$ cat config.mk
export PLATFORM = sky130hd
export DESIGN_NAME = fifo_synchronous_param
export DESIGN_NICKNAME = d
export VERILOG_FILES = /design/src/rtl/fifo_pkg.sv /design/src/rtl/fifo_sync_ram.sv /design/src/rtl/fifo_synchronous_param.sv
export SDC_FILE = /design/constraint.sdc
export NUM_CORES = 1
export LEC_CHECK = 0
export CAP_MARGIN = 20
export CORE_MARGIN = 4
export CORE_UTILIZATION = 45
export DETAILED_ROUTE_END_ITERATION = 10
export GPL_TIMING_DRIVEN = 0
export PLACE_DENSITY_LB_ADDON = 0.08
export RECOVER_POWER = 100
export REMOVE_ABC_BUFFERS = 1
export SLEW_MARGIN = 40
export SYNTH_ARGS = -nofsm -noshare
export SYNTH_HDL_FRONTEND = slang
export SYNTH_SLANG_ARGS = --single-unit
$ cat constraint.sdc
create_clock -name clk -period 3.8 [get_ports clk]
set_input_delay 0.57 -clock clk [delete_from_list [all_inputs] [get_ports clk]]
set_output_delay 0.57 -clock clk [all_outputs]
set_load 0.01 [all_outputs]
$ cat src/rtl/fifo_pkg.sv
// fifo_pkg: shared sizing helpers and parameter legality checks for the synchronous FIFO family
package fifo_pkg;

    function automatic int depth_of(input int pointer_width);
        return 1 << pointer_width;
    endfunction

    function automatic int count_width(input int pointer_width);
        return pointer_width + 1;
    endfunction

    function automatic bit params_ok(input int data_width, input int pointer_width,
                                     input int almost_full_th, input int almost_empty_th);
        return data_width >= 1 && pointer_width >= 1 &&
               almost_full_th >= 1 && almost_full_th <= depth_of(pointer_width) &&
               almost_empty_th >= 0 && almost_empty_th <= depth_of(pointer_width) - 1;
    endfunction

endpackage

$ cat src/rtl/fifo_sync_ram.sv
// fifo_sync_ram: dual-port storage array with synchronous write and registered synchronous read
module fifo_sync_ram
    import fifo_pkg::*;
#(
    parameter int DATA_WIDTH    = 8,
    parameter int POINTER_WIDTH = 3
) (
    input  logic                     clk,
    input  logic                     rst,
    input  logic                     wr_en,
    input  logic [POINTER_WIDTH-1:0] wr_addr,
    input  logic [DATA_WIDTH-1:0]    wr_data,
    input  logic                     rd_en,
    input  logic [POINTER_WIDTH-1:0] rd_addr,
    output logic [DATA_WIDTH-1:0]    rd_data
);
    localparam int DEPTH = depth_of(POINTER_WIDTH);

    logic [DATA_WIDTH-1:0] mem [0:DEPTH-1];

    // storage is never reset; a write to the slot being read lands after the read samples it
    always_ff @(posedge clk) begin
        if (wr_en) mem[wr_addr] <= wr_data;
    end

    // read register holds its value between accepted reads
    always_ff @(posedge clk or posedge rst) begin
        if (rst) rd_data <= '0;
        else if (rd_en) rd_data <= mem[rd_addr];
    end

endmodule

$ cat src/rtl/fifo_synchronous_param.sv
// fifo_synchronous_param: single-clock FIFO with count, thresholds and optional sticky error flags (FIFO_ERROR_FLAG_EN)
module fifo_synchronous_param
    import fifo_pkg::*;
#(
    parameter int DATA_WIDTH      = 8,
    parameter int POINTER_WIDTH   = 3,
    parameter int ALMOST_FULL_TH  = 6,
    parameter int ALMOST_EMPTY_TH = 1
) (
    input  logic                     clk,
    input  logic                     rst,
`ifdef FIFO_ERROR_FLAG_EN
    input  logic                     err_clr,
    output logic                     fifo_overflow,
    output logic                     fifo_underflow,
`endif
    input  logic                     store,
    input  logic                     load,
    input  logic [DATA_WIDTH-1:0]    data_in,
    output logic [DATA_WIDTH-1:0]    data_out,
    output logic [POINTER_WIDTH:0]   fifo_count,
    output logic                     fifo_full,
    output logic                     fifo_empty,
    output logic                     fifo_almost_full,
    output logic                     fifo_almost_empty
);
    localparam int PW = POINTER_WIDTH;
    localparam logic [PW:0] AF_TH = ALMOST_FULL_TH[PW:0];
    localparam logic [PW:0] AE_TH = ALMOST_EMPTY_TH[PW:0];

    if (!params_ok(DATA_WIDTH, POINTER_WIDTH, ALMOST_FULL_TH, ALMOST_EMPTY_TH)) begin : g_bad_params
        $error("fifo_synchronous_param: illegal parameter combination");
    end

    logic          wr_acc, rd_acc;
    logic [PW:0]   w_ptr, r_ptr, w_next, r_next, count_next;

    assign wr_acc     = store & (!fifo_full | load);
    assign rd_acc     = load & !fifo_empty;
    assign w_next     = w_ptr + {{PW{1'b0}}, wr_acc};
    assign r_next     = r_ptr + {{PW{1'b0}}, rd_acc};
    assign count_next = fifo_count + {{PW{1'b0}}, wr_acc} - {{PW{1'b0}}, rd_acc};

    fifo_sync_ram #(
        .DATA_WIDTH   (DATA_WIDTH),
        .POINTER_WIDTH(POINTER_WIDTH)
    ) u_ram (
        .clk    (clk),
        .rst    (rst),
        .wr_en  (wr_acc),
        .wr_addr(w_ptr[PW-1:0]),
        .wr_data(data_in),
        .rd_en  (rd_acc),
        .rd_addr(r_ptr[PW-1:0]),
        .rd_data(data_out)
    );

    // pointers, occupancy and flags all registered from their post-edge values
    always_ff @(posedge clk or posedge rst) begin
        if (rst) begin
            w_ptr             <= '0;
            r_ptr             <= '0;
            fifo_count        <= '0;
            fifo_full         <= 1'b0;
            fifo_empty        <= 1'b1;
            fifo_almost_full  <= 1'b0;
            fifo_almost_empty <= 1'b1;
        end else begin
            w_ptr             <= w_next;
            r_ptr             <= r_next;
            fifo_count        <= count_next;
            fifo_full         <= (w_next[PW-1:0] == r_next[PW-1:0]) && (w_next[PW] != r_next[PW]);
            fifo_empty        <= w_next == r_next;
            fifo_almost_full  <= count_next >= AF_TH;
            fifo_almost_empty <= count_next <= AE_TH;
        end
    end

`ifdef FIFO_ERROR_FLAG_EN
    // sticky error flags; a fresh rejection outranks a simultaneous clear
    always_ff @(posedge clk or posedge rst) begin
        if (rst) begin
            fifo_overflow  <= 1'b0;
            fifo_underflow <= 1'b0;
        end else begin
            fifo_overflow  <= (store & !wr_acc) | (fifo_overflow & !err_clr);
            fifo_underflow <= (load & !rd_acc) | (fifo_underflow & !err_clr);
        end
    end
`endif

endmodule
Word level (Yosys, flattened, before mapping)
Memories as Yosys holds them, arrays and structs flattened. A register that Yosys moved wholly into a read port is not among the register bits.
Index checks and enable logic that the tools add are counted.
Widths: inputs -> output; s select.
{ "classes": {"add_sub_neg": 4, "n_lt_le_gt_ge": 2, "n_eq_ne": 3, "mux": 2, "bitwise": 3, "reduce_logical": 3} }
{ "ops": {"columns": ["op", "n"], "rows": [
  ["$add 4x1->4", 3],
  ["$eq 4x4->1", 1],
  ["$ge 4x3->1 const B", 1],
  ["$le 4x1->1 const B", 1],
  ["$sub 4x1->4", 1],
  ["$eq 3x3->1", 1],
  ["$and 1x1->1", 2],
  ["$logic_not 1->1", 2],
  ["$mux 1", 2],
  ["$logic_and 1x1->1", 1],
  ["$ne 1x1->1", 1],
  ["$or 1x1->1", 1]
]} }
{ "totals": {"reg_bits": 16, "ramBits": 64, "output_inout_bits": 16, "n_memories": 1} }
{ "memory_table": {"columns": ["memory", "depth", "width", "read_ports", "rd_ports_with_merged_regs", "write_ports", "line_no", "rtl"], "rows": [
  ["u_ram.mem", 8, 8, 1, 1, 1, "fifo_sync_ram.sv:19", "logic [DATA_WIDTH-1:0] mem [0:DEPTH-1];"]
]} }

Logic depth before layout (Yosys ltp)
Gate-level depths: netlist of the first run.
{ "depth": {"word_depth": 6, "mapped_depth": 11, "depth_no_buf": 9} }

Hierarchy
From an unflattened synthesis of the first run, not the netlist that was laid out.
{ "unflattened": {"hier_cells": 231, "area_unflattened_um2": 3601.0} }
{ "modules_own_cells": {"columns": ["module", "n_inst", "cells_each", "area_per_inst_um2"], "rows": [
  ["fifo_sync_ram", 1, 170, 2865.2],
  ["fifo_synchronous_param", 1, 61, 735.7]
]} }

Worst setup path before layout of the first run
No wires, ideal clock.
{ "synth_timing": {"kind": "register to register", "from": "register fifo_empty", "to": "register fifo_almost_empty", "arrival_time_ns": 2.446, "setup_slack_ns": 1.276, "stages_incl_launch_ff": 12, "n_path_buf": 2, "period_less_slack_ns": 2.524, "path_cell_list": "dfstp_2 nand2b_1 clkbuf_1 clkbuf_1 inv_1 ha_1 inv_1 ha_1 inv_1 fa_1 xor2_1 and3_1"} }
{ "synth_via": {"elab_chain_cells": 4} }
{ "synth_rtl": {"columns": ["item", "line_no", "rtl"], "rows": [
  ["start: declaration", "fifo_synchronous_param.sv:23", "output logic fifo_empty,"],
  ["start signal: assignment", "fifo_synchronous_param.sv:73", "fifo_empty <= w_next == r_next;"],
  ["$logic_not 1->1", "fifo_synchronous_param.sv:39", "assign rd_acc = load & !fifo_empty;"],
  ["$and 1x1->1", "fifo_synchronous_param.sv:39", null],
  ["via rd_acc", "fifo_synchronous_param.sv:35", "logic wr_acc, rd_acc;"],
  ["$sub 4x1->4", "fifo_synchronous_param.sv:42", "assign count_next = fifo_count + {{PW{1'b0}}, wr_acc} - {{PW{1'b0}}, rd_acc};"],
  ["$le 4x1->1", "fifo_synchronous_param.sv:75", "fifo_almost_empty <= count_next <= AE_TH;"],
  ["end signal: assignment", "fifo_synchronous_param.sv:67", "fifo_almost_empty <= 1'b1;"],
  ["end signal: assignment", "fifo_synchronous_param.sv:75", null],
  ["end: declaration", "fifo_synchronous_param.sv:25", "output logic fifo_almost_empty"]
]} }
The timed path passes the listed nets, and every way through them passes these cells.

Worst setup path after layout of the first run
{ "layout_timing": {"from": "input load", "to": "register fifo_almost_full"} }
{ "layout_lines": {"columns": ["item", "line_no", "rtl"], "rows": [
  ["start: declaration", "fifo_synchronous_param.sv:18", "input logic load,"],
  ["$and 1x1->1", "fifo_synchronous_param.sv:39", null],
  ["via rd_acc", "fifo_synchronous_param.sv:35", null],
  ["$sub 4x1->4", "fifo_synchronous_param.sv:42", null],
  ["$ge 4x3->1", "fifo_synchronous_param.sv:74", "fifo_almost_full <= count_next >= AF_TH;"],
  ["end signal: assignment", "fifo_synchronous_param.sv:66", "fifo_almost_full <= 1'b0;"],
  ["end signal: assignment", "fifo_synchronous_param.sv:74", null],
  ["end: declaration", "fifo_synchronous_param.sv:24", "output logic fifo_almost_full,"]
]} }
The timed path passes the listed nets, and every way through them passes these cells.

==> metrics, run 1 <==
status complete, no violations; vias in the first global route 1865; Avg WL per Cell 17.2 um; gr ovfl total 0; R2R Setup Slk approximately 1.2 ns; CTS tree yes; Peak Freq 0.355 GHz; EDFF count, synth 64; Initial Util between 40 and 50%; DRT Pass-1 Iters 4; Post-DP HPWL 4030 um; Comb pwr share 31.3%; crit path launch load; sequential cell area fraction in the yosys report 71.2%; synth top area cells edfxtp_1 (54%), dfrtp_1 (16%), mux2_2 (5.1%), mux4_1 (3.0%), ha_1 (2.8%); Max FO, Critical Path 17; P&R area growth vs syn 15.1%; switching share of total power 32.2%; most used cell along the critical path inv_1; vias per cell between 5 and 6; placed instance count 338; clk_skew 0.00904 ns; Antenna Nets Post-Route 0; Post-Syn Area ~3500 um2; Total Wirelength 6100 um; CP max stage delay 0.55 ns; share of layout cells above drive strength 1 between 10 and 15%; maximum VDD drop around 0.27 mV; Die Width slightly below 100 um; Total GRT Usage 14.1%; final instance area around 4100 um2; R2R Path Start fifo_empty$_DFF_PP1_; RSZ-0062 raised after global routing false; DRT iter0 DRCs slightly above 80; Worst EP arrival 3.04 ns; final max-slew violation count 0; Core Area about 7700 um2; initial antenna violation count 0; Clk pin slew, worst setup/hold paths 0.08 ns; hold_buf cts 0; H-tree depth 3; largest net degree at the start of global routing 28; Setup Crit Path Kind in2reg; vias 1797; crit start category input pin; setup TNS 0 ns; Final Util 53.1%; clk sinks 88; final hold vios 0; Slew Limit Headroom 8.16%; clk_lat worst skew 0.34 ns; max cap viols 0; most frequent cells after synthesis edfxtp_1 (64), dfrtp_1 (22), mux2_2 (16); clock share of power 20.9%; Worst Tran Pin Value around 1.4 ns; CP delay by family, top adder cells; Ys Warns 0; Gate Count Post-Synth 215; I/O pins 28; Synth top area share between 50% and 60%; die footprint 9370 um2; Core Rows 32; most common cell in the netlist edfxtp_1; reg2reg path depth 9; Yosys top cell by area edfxtp_1; Buffers on Ports 27; Clock Tree Root clkbuf_8; Inserted Diodes 0; Post-DP Area 3920 um2; worst min path class reg2reg; post-CTS sizing 0; final setup violation count 0; critical-path cell list dlygate4sd3_1, nand2b_1, inv_1, ha_1, inv_1, ha_1, inv_1, fa_1, xor2_1, o21ai_0; Non-Filler Instances 354; Worst path slowest cell dlygate4sd3_1; gp weighted congestion 0.697; Final nets 268; flop and latch count out of synthesis 88; Clock Tree Buf Depth 2; Leak 0.00151 uW; Flop pwr share 47.8%; CTS buffer count 9; Internal 2080 uW; CP Capture Type register; Critical path buffers and inverters 4; Worst path depth 10; Main synth FF type edfxtp_1; final routed DRC violation total 0; Hold WS 0.477 ns; fin crit share 74.2%; NetSw 986 uW; CP required roughly 4.0 ns; FFs w/ async S/R, synth 27.3%; Setup crit end fifo_almost_full$_DFF_PP0_; Mean Syn Cell Area 16.5 um2; global-route wire length before repair 10000 um; Reg2Reg Capture Point fifo_almost_full$_DFF_PP0_; Power Density 749 nW/um2; Yosys cell types 34; Post-CTS Setup Bufs 0; chip height slightly below 100 um; crit path time final 2.82 ns
[worst reg2reg max path: cells and delay by family (launching register included)]
| kind | cells | cell delay (ns) |
|---|---|---|
| simple gates | 1 | 0.50 |
| compound gates | 1 | 0.11 |
| fa+ha+maj | 3 | 0.86 |
| xor+xnor | 1 | 0.20 |
| buf+inv | 3 | 0.28 |
| flops | 1 | 0.53 |
[metrics by stage]
step	setup WS, ns	power, uW
2_1_floorplan	1.48	2110
3_3_place_gp	0.700	2480
3_5_place_dp	0.695	2520
4_1_cts	1.06	3160
5_1_grt	0.716	3270
6_report	0.981	3060
[cell usage in the layout, fill, tap and decap left out, types with 2 or more instances in the layout]
cell type,n
dlygate4sd3_1,26
dfstp_2,2
o221ai_1,2
ha_1,8
clkbuf_1,3
mux2_2,16
mux4_1,4
nor3_1,4
o21ai_0,3
o31ai_1,6
nand2b_1,4
clkbuf_8,10
mux4_2,2
o22ai_1,6
edfxtp_1,64
mux2i_1,4
inv_1,14
nand2_1,11
a22oi_1,2
dfrtp_1,22
nor2_1,11
clkinv_2,2
xor2_1,6
nand3_1,3
xnor2_1,5
[power groups by stage]
stage	clock, uW	combinational, uW	sequential (uW)
floorplan	0	632	1470
global placement	0	991	1490
detailed placement	0	1010	1510
CTS	657	1010	1480
global route	693	1070	1500
finish	640	958	1460
[per-layer routing]
| layer | GRT usage [%] | vias up | wire length [um] |
|---|---|---|---|
| met5 | 0 | - | 0 |
| met4 | 5.83 | 0 | 87 |
| met3 | 2.67 | 7 | 191 |
| met2 | 22.1 | 25 | 2960 |
| met1 | 19.4 | 905 | 2860 |
| li1 | - | 860 | - |
[worst min-delay path by stage]
stage | endpoint | cells after the start | slack, ns | from
after floorplan | w_ptr[3]$_DFF_PP0_ | 2 | 0.48 | w_ptr[3]$_DFF_PP0_
after global placement | u_ram.rd_data[4]$_DFFE_PP0P_ | 2 | 0.46 | u_ram.rd_data[4]$_DFFE_PP0P_
after detailed placement | u_ram.rd_data[4]$_DFFE_PP0P_ | 2 | 0.48 | u_ram.rd_data[4]$_DFFE_PP0P_
after CTS | u_ram.rd_data[1]$_DFFE_PP0P_ | 2 | 0.49 | u_ram.rd_data[1]$_DFFE_PP0P_
after global routing | u_ram.rd_data[4]$_DFFE_PP0P_ | 2 | 0.53 | u_ram.rd_data[4]$_DFFE_PP0P_
final | u_ram.rd_data[6]$_DFFE_PP0P_ | 2 | 0.48 | u_ram.rd_data[6]$_DFFE_PP0P_
[layout make-up]
class / instances / area (um2)
clock buffer: 11 / 141
tap: 102 / 128
fill: 674 / 3600
sequential: 88 / 2520
inverter: 14 / 52.6
timing repair buffer: 29 / 278
multi-input combinational: 105 / 905
clock inverter: 5 / 56.3
[state kept, by name, indices dropped and copies added (netlist names)]
name               cells
r_ptr                  4
fifo_almost_empty      1
fifo_empty             1
u_ram.mem             64
fifo_almost_full       1
u_ram.rd_data          8
w_ptr                  4
fifo_full              1
fifo_count             4
[logic make-up (layout without fill, tap and decap cells)]
logic type                 Yosys count  in the layout  synth area share, %
and+or+nand+nor                     37             37                 4.80
muxes                               26             26                 10.4
AOI/OAI and AO/OA                   22             22                 4.16
xor gates and xnor gates            11             11                 2.72
adders and majority gates            9              9                 3.39
DFF                                 88             88                 71.2
buffers and inverters               22             59                 3.35
No activity file was read; power rests on OpenSTA's default activity.
==> run 2: changes to the inputs <==
==> constraint.sdc (replaced) <==
create_clock -name clk -period 2.4 [get_ports clk]
set_input_delay 0.36 -clock clk [delete_from_list [all_inputs] [get_ports clk]]
set_output_delay 0.36 -clock clk [all_outputs]
set_load 0.01 [all_outputs]
==> metrics, run 2 (same netlist as run 1, synthesis figures left out) <==
area of the multi-input gates 938 um2; final routed DRC violation total 0; share of layout cells above drive strength 1 16.6%; Clock Tree Buf Depth 2; Total GRT Usage approximately 14%; Core Area 7690 um2; Post-DP HPWL 4030 um; Flop pwr share a little under half; I/O pins 28; Slew Limit Headroom 21.2%; vias 1795; H-tree depth 3; vias in the first global route between 1500 and 2000; Buffers on Ports 27; crit path time final 2.17 ns; Internal ~3300 uW; most common cell after layout, fill and taps aside edfxtp_1; CTS buffer count 9; NetSw about 1600 uW; sequential cell area 2530 um2; status complete, no violations; Total Wirelength approximately 6100 um; commonest cells after routing, fill and taps aside edfxtp_1 (64), dlygate4sd3_1 (25), dfrtp_1 (21); CP delay by family, top adder cells; Peak Freq roughly 0.46 GHz; CTS tree yes; clk_lat worst skew between 0.3 and 0.4 ns; max cap viols 0; Die Width approximately 97 um; final max-slew violation count 0; crit start category input pin; CP max stage delay 0.50 ns; initial antenna violation count 0; critical-path cell list clkdlybuf4s50_1, o21ai_4, ha_1, inv_1, ha_1, inv_1, fa_1, xor2_1, o21ai_0; CP required 2.62 ns; clk_skew 0.0109 ns; RSZ-0062 raised after global routing false; total power 4860 uW; Clk pin slew, worst setup/hold paths ~0.08 ns; Worst Tran Pin Value 1.17 ns; Final nets 269; Comb pwr share 31.3%; Setup Crit Path Kind in2reg; Avg WL per Cell 17.2 um; Worst EP arrival about 2.4 ns; DRT Pass-1 Iters 4; switching share of total power ~32%; P&R area growth vs syn 16.3%; Antenna Nets Post-Route 0; Worst path slowest cell clkdlybuf4s50_1; Final Util 53.7%; Hold WS 0.477 ns; DRT iter0 DRCs 78; clock share of power a little over a fifth; Initial Util 46.2%; Core Rows 32; vias per cell around 5; maximum VDD drop 0.425 mV; fill cell count 668; final hold vios 0; Largest register FFs 64; clk sinks 88; hold_buf cts 0; global-route wire length before repair about 10000 um; CP Capture Type register; die footprint between 9000 and 10000 um2; Top reg by flops u_ram.mem; gr ovfl total 0; Power Density 1180 nW/um2; worst min path class reg2reg; largest registers u_ram.mem: 64 flops, u_ram.rd_data: 8 flops; placed instance count around 340; largest net degree at the start of global routing 28; final setup violation count 0; gp weighted congestion 0.697; Non-Filler Instances 355; chip height 96.8 um; Clock Tree Root clkbuf_8; Critical path buffers and inverters 3; Inserted Diodes 0; fin crit share 90.3%; Leak 0.00153 uW; Max FO, Critical Path 6
## run 2: cell count changes in the layout (fill, tap and decap cells not counted), sizes merged
cell / delta
buf: +1
clkdlybuf4s50: +1
dlygate4sd3: -1
## run 2: layer usage
metal	global-route usage [%]	share of wire, %	vias up
li1	-	-	862
met3	2.67	3.0	7
met1	19.4	47	897
met2	22.1	49	29
met5	0	0	-
met4	5.83	1.4	0
## run 2: worst paths after layout
path	slack, ns	end	depth (start not counted)	startpoint
max	0.23	fifo_almost_full$_DFF_PP0_	9	load
min	0.48	u_ram.rd_data[6]$_DFFE_PP0P_	2	u_ram.rd_data[6]$_DFFE_PP0P_
max reg2reg	0.32	fifo_almost_full$_DFF_PP0_	9	fifo_empty$_DFF_PP1_
min reg2reg	0.48	u_ram.rd_data[6]$_DFFE_PP0P_	2	u_ram.rd_data[6]$_DFFE_PP0P_
max in group asynchronous	1.09	r_ptr[0]$_DFF_PP0_	2	rst
min in group asynchronous	0.66	u_ram.rd_data[0]$_DFFE_PP0P_	2	rst
## run 2: worst register-to-register path, delay by kind of cell (launching register included)
kind | cells | cell delay, ns
compound gates | 1 | 0.11
fa+ha+maj | 3 | 0.82
simple gates | 1 | 0.11
xor+xnor | 1 | 0.20
buf+inv | 3 | 0.17
flops | 1 | 0.53
## run 2: layout make-up
class,instances,area share (%)
Tap cell,102,3.09
Clock inverter,5,1.36
Sequential cell,88,61.2
Timing Repair Buffer,30,6.91
Inverter,14,1.27
Clock buffer,11,3.43
Multi-Input combinational cell,105,22.7
## run 2: power groups by stage
stage,clock network [uW],logic [uW],registers (uW)
floorplan,0,1000,2340
global placement,0,1570,2360
detailed placement,0,1600,2390
CTS,1040,1610,2350
global route,1100,1700,2390
finish,1010,1520,2320
## run 2: through the flow
step | setup WS (ns) | cell area, um2 | setup TNS (ns)
CTS | 0.132 | 4130 | 0
detailed placement | -0.495 | 3920 | -2.80
floorplan | 0.0785 | 3480 | 0
finish | 0.232 | 4130 | 0
global route | 0.0719 | 4130 | 0
global placement | -0.490 | 3880 | -12.50
## run 2: timing repair
action / CTS / global route
setup buffers: 0 / 1
setup endpoints to repair: 5 / 2
cloned: 0 / 0
resized for setup: 3 / 2
